===== src/rtl/cram_pingpong.sv =====
// Ping-pong complex-sample RAM: the producer fills one bank while the consumer reads the other.
// A swap_req/swap_ack handshake exchanges the banks. Optional macro CRAM_BITREV_EN adds bit-reversed write addressing.
module cram_pingpong #(
    parameter  int vector_size = 16,
    parameter  int N           = 32,
    localparam int AW          = $clog2(N)
) (
    input  logic                   clk,
    input  logic                   rst_n,
    input  logic                   wr_en,
    input  logic [AW-1:0]          wr_addr,
`ifdef CRAM_BITREV_EN
    input  logic                   bitrev_wr,
`endif
    input  logic [vector_size-1:0] in_real,
    input  logic [vector_size-1:0] in_im,
    input  logic                   rd_en,
    input  logic [AW-1:0]          rd_addr,
    output logic [vector_size-1:0] out_real,
    output logic [vector_size-1:0] out_im,
    output logic                   out_valid,
    input  logic                   swap_req,
    output logic                   swap_ack,
    output logic                   wr_bank,
    output logic [AW:0]            wr_count,
    output logic                   full
);

    localparam int          DW         = 2 * vector_size;
    localparam logic [AW:0] FULL_COUNT = (AW + 1)'(N);

    typedef enum logic {
        RUN  = 1'b0,
        SWAP = 1'b1
    } state_e;

    state_e state_q, state_d;

    // Both banks live in one array; the bank index is the address MSB.
    logic [DW-1:0] mem_q [2*N];

    logic                   wr_bank_q, wr_bank_d;
    logic [AW:0]            wr_count_q, wr_count_d;
    logic                   swap_ack_q, swap_ack_d;
    logic                   out_valid_q, out_valid_d;
    logic [vector_size-1:0] out_real_q, out_real_d;
    logic [vector_size-1:0] out_im_q, out_im_d;

    logic                   mem_we;
    logic                   rd_fire;
    logic                   swap_done;
    logic [AW-1:0]          wr_phys_addr;
    logic [DW-1:0]          rd_word;

`ifdef CRAM_BITREV_EN
    function automatic logic [AW-1:0] bit_reverse(input logic [AW-1:0] a);
        logic [AW-1:0] r;
        for (int i = 0; i < AW; i++) begin
            r[i] = a[AW-1-i];
        end
        return r;
    endfunction

    assign wr_phys_addr = bitrev_wr ? bit_reverse(wr_addr) : wr_addr;
`else
    assign wr_phys_addr = wr_addr;
`endif

    // FSM: state register
    always_ff @(posedge clk or negedge rst_n) begin
        if (!rst_n) begin
            state_q <= RUN;
        end else begin
            // NOTE: sequential state uses non-blocking assignments so every flop samples pre-edge values.
            state_q <= state_d;
        end
    end

    // FSM: next state; SWAP always lasts exactly one cycle and ignores swap_req.
    always_comb begin
        // NOTE: default first so no path through the block leaves state_d unassigned (no latch).
        state_d = state_q;
        unique case (state_q)
            RUN:     if (swap_req) state_d = SWAP;
            SWAP:    state_d = RUN;
            default: state_d = RUN;
        endcase
    end

    // FSM: outputs; accesses are honoured only in RUN, including the edge that enters SWAP.
    always_comb begin
        mem_we    = 1'b0;
        rd_fire   = 1'b0;
        swap_done = 1'b0;
        unique case (state_q)
            RUN: begin
                mem_we  = wr_en;
                rd_fire = rd_en;
            end
            SWAP:    swap_done = 1'b1;
            default: ;
        endcase
    end

    assign rd_word = mem_q[{~wr_bank_q, rd_addr}];

    always_comb begin
        wr_bank_d   = wr_bank_q;
        wr_count_d  = wr_count_q;
        swap_ack_d  = swap_done;
        out_valid_d = rd_fire;
        out_real_d  = out_real_q;
        out_im_d    = out_im_q;

        if (swap_done) begin
            wr_bank_d  = ~wr_bank_q;
            wr_count_d = '0;
        end else if (mem_we && (wr_count_q != FULL_COUNT)) begin
            wr_count_d = wr_count_q + 1'b1;
        end

        if (rd_fire) begin
            out_real_d = rd_word[DW-1:vector_size];
            out_im_d   = rd_word[vector_size-1:0];
        end
    end

    always_ff @(posedge clk or negedge rst_n) begin
        if (!rst_n) begin
            wr_bank_q   <= 1'b0;
            wr_count_q  <= '0;
            swap_ack_q  <= 1'b0;
            out_valid_q <= 1'b0;
            out_real_q  <= '0;
            out_im_q    <= '0;
        end else begin
            wr_bank_q   <= wr_bank_d;
            wr_count_q  <= wr_count_d;
            swap_ack_q  <= swap_ack_d;
            out_valid_q <= out_valid_d;
            out_real_q  <= out_real_d;
            out_im_q    <= out_im_d;
        end
    end

    // NOTE: storage has no reset so it maps onto RAM; reads of unwritten words are undefined.
    always_ff @(posedge clk) begin
        if (mem_we) begin
            mem_q[{wr_bank_q, wr_phys_addr}] <= {in_real, in_im};
        end
    end

    assign out_real  = out_real_q;
    assign out_im    = out_im_q;
    assign out_valid = out_valid_q;
    assign swap_ack  = swap_ack_q;
    assign wr_bank   = wr_bank_q;
    assign wr_count  = wr_count_q;
    assign full      = (wr_count_q == FULL_COUNT);

endmodule


===== config.mk =====
export PLATFORM = sky130hd
export DESIGN_NAME = cram_pingpong
export DESIGN_NICKNAME = d
export VERILOG_FILES = /design/src/rtl/cram_pingpong.sv
export SDC_FILE = /design/constraint.sdc
export NUM_CORES = 2
export LEC_CHECK = 0
export BUFFER_PORTS_ARGS = -buffer_cell sky130_fd_sc_hd__buf_4
export CAP_MARGIN = 10
export CORE_UTILIZATION = 65
export CTS_CLUSTER_SIZE = 28
export DETAILED_ROUTE_END_ITERATION = 10
export PLACE_DENSITY = 0.79
export REMOVE_ABC_BUFFERS = 1
export SYNTH_ARGS = -nofsm -noshare
export SYNTH_HDL_FRONTEND = slang
export SYNTH_SLANG_ARGS = --single-unit

===== constraint.sdc =====
create_clock -name clk -period 6.62 [get_ports clk]
set_clock_uncertainty 0.05 [all_clocks]
set_input_delay 0.662 -clock clk [delete_from_list [all_inputs] [get_ports clk]]
set_output_delay 0.662 -clock clk [all_outputs]
set_load 0.1 [all_outputs]

==> results.ini <==
[drt]
vias_per_cell=7.142
wl_per_cell_um=35.15
post-route-drc-count=0
routed_wl_um=197100
drt-initial-drc-count=5980
dr_total_vias=40040
dr.pass1.iters=6
postRouteAntennaNets=0

[global_routing]
grtUsageTotal=0.3255
grt_max_degree=122
grt_pass1_wl_um=279600
overflow=0
grt_util_met2=0.5073
met1_usage=0.4460
antenna_found_initial=5
grt_pass1_vias=39940
grt.busiest_layer=met2
use_met3=0.08196

[logic_synthesis]
synth.avg_cell_area_um2=21.74
synth_top_family_by_area=multiplexers
synthFlopType=edfxtp_1
netlist_area_mm2=0.07943
syn_inst=3653
synthArstFlopShare=0.02010
yosysSeqAreaShare=0.7875
synth-simple-area-share=0.02010
yosysMostFrequentCell=edfxtp_1
synthXorXnorAreaFrac=0.0006616
ys_types=37
synthTopCellsByCount=edfxtp_1, mux4_2, mux2i_1
synth_compound_area_frac=0.03224
synth_fa_ha_area_frac=0.0003150
synth_warnings=0
yosysTopAreaCellShare=0.7742
ys_ff_latch=2090
yosysTopAreaCell=edfxtp_1
synthMuxAreaShare=0.1453
synth_edf_count=2048
synth_area_leaders=edfxtp_1, mux4_2, mux2i_1, a22oi_1, dfrtp_1

[worst_setup_path]
crit_end=out_real[7]$_DFFE_PN0P_
path_cells=nand2b_2 > inv_1 > nand2_2 > buf_4 > or3_1 > a211oi_1 > a221o_1
critPathTopFamily=simple AND/OR/NAND/NOR gates
cp_max_fo=34
cp.depth=7
cpPeakStageDelay_ns=0.94
endpoint_kind=flip-flop
r2r_cells=7
timing.rr.start=state_q$_DFF_PN0_
worstSetupPathType=flip-flop to flip-flop
critPathBufInv=2
cpMaxStageDelayCell=nand2b_2
required_ns=7.30
start_kind=flip-flop
reg2reg_slack_ns=2.20
cp-startpoint=state_q$_DFF_PN0_
rr_endpoint=out_real[7]$_DFFE_PN0P_
critPathArrivalTime_ns=5.10

[floorplanning]
fp.dieArea_mm2=0.1236
coreArea_mm2=0.1206
die_h_um=351.6
row_count=127
dieWidth_um=351.6
ioPinCount=89
start_util=0.6586

[clocking]
tritoncts=yes
cts.path.max_buffers=3
cts.repair.resized=0
numCtsBuffers=194
path_clk_slew_ns=0.06
clkSinkCount=2090
clock_latency_ns=0.82
htreeDepth=4
cts_root_buf=clkbuf_16

[place]
place.gp.congestion=0.7830
port_buffers=88
hpwl_um=99970

[cells_and_area]
drive_gt1_frac=0.2340
num_antenna_cells=0
fin_nets=3878
syn_to_final_growth_pct=11.69
final_util=0.7356

[sta]
setup-violations-final=0
final-hold-violation-count=0
rsz0062_at_grt=false
fin_crit_sh=0.6680
relSlewSlack=0.09184
max_freq_ghz=0.2261
max_slew.worst_pin.slew_ns=1.362
fin_crit_ns=4.422
slew_viol_final=0
fin_tns_setup_ns=0

[outcome]
outcome=completed

[min_path]
min_from=wr_en
worstHoldPathCells=3
hp-class=input port to flip-flop

[pwr]
p_leak_nw=28.37
peakVddDrop_mv=0.4382
power.density_mw_per_mm2=317.4

[run]
max-cap-violations=0

-- cells by family (layout without fill, tap and decap cells) --
family	count (synthesis)	count (layout)
adder cells (fa/ha/maj)	2	2
buffers and inverters	218	560
flip-flops	2090	2090
AND/OR/NAND/NOR	312	312
AO/OA/AOI/OAI	352	352
multiplexers	673	673
XOR/XNOR	6	6
-- power by group --
| part | internal, mW | switching [mW] |
|---|---|---|
| clock | 6.21 | 4.75 |
| combinational | 0.603 | 1.67 |
| sequential | 14.7 | 0.230 |
| total | 21.5 | 6.65 |
-- worst min-delay path by stage --
stage / end
after CTS: wr_count[1]$_DFFE_PN0P_
after detailed placement: out_im[2]$_DFFE_PN0P_
after floorplan: out_im[0]$_DFFE_PN0P_
after global placement: out_im[4]$_DFFE_PN0P_
final: wr_count[1]$_DFFE_PN0P_
after global routing: state_q$_DFF_PN0_
-- metrics by stage --
stage,hold slack [ns],power (mW),cell area (µm²),std cells,setup WS (ns)
CTS,0.09705,28.22,88720,5607,2.374
global route,0.1433,28.82,88720,5607,2.362
floorplan,0.3164,16.37,78340,3439,2.841
finish,0.1477,28.16,88720,5607,2.198
detailed placement,0.5231,17.44,82450,5244,2.334
global placement,0.4920,17.39,82450,5244,2.408
-- sequential cells by signal, indices dropped and copies added, names as in the netlist --
register / count
state_q: 1
wr_count: 6
out_im: 16
out_real: 16
wr_bank: 1
swap_ack: 1
out_valid: 1
mem_q: 2048
-- metal layers --
metal	routed length, µm	vias up
met5	52	-
met4	8171	8
met3	25110	506
met2	94350	3022
met1	69420	20740
li1	-	15770
-- repair_timing --
action / 4_1_cts / 5_1_grt
setup endpoints to repair: 0 / 0
endpoints found under the hold margin: 42 / 0
setup buffers: 0 / 0
hold buffers: 1 / 0
-- layout by cell type, fill, tap and decap left out, drive strengths merged, types with 2 or more instances in the layout --
cell	netlist	final
or3b	4	4
bufinv	0	12
clkbuf	96	268
nand3	67	67
dfrtp	42	42
buf	118	192
clkinv	0	74
a22oi	160	160
and3b	2	2
nand4	36	36
inv	4	12
nor3b	2	2
a21oi	33	33
mux2i	288	288
ha	2	2
o22ai	64	64
mux4	384	384
nor2	75	75
a221o	32	32
or3	33	33
and3	2	2
xor2	5	5
edfxtp	2048	2048
nor2b	36	36
a211oi	62	62
nand2	46	46
nand3b	4	4
-- worst min-delay path, stage by stage --
cell and delay (ns):
buf_4 0.16, nand3_1 0.09, a21oi_1 0.06
-- layout make-up --
type	count	area, µm²
Sequential cell	2090	62550
Fill cell	6382	31890
Multi-Input combinational cell	1345	16300
Clock buffer	267	5444
Tap cell	1612	2017
Timing Repair Buffer	194	1580
Clock inverter	95	809.5
Inverter	4	15.01
No activity file was read; power rests on OpenSTA's default activity.
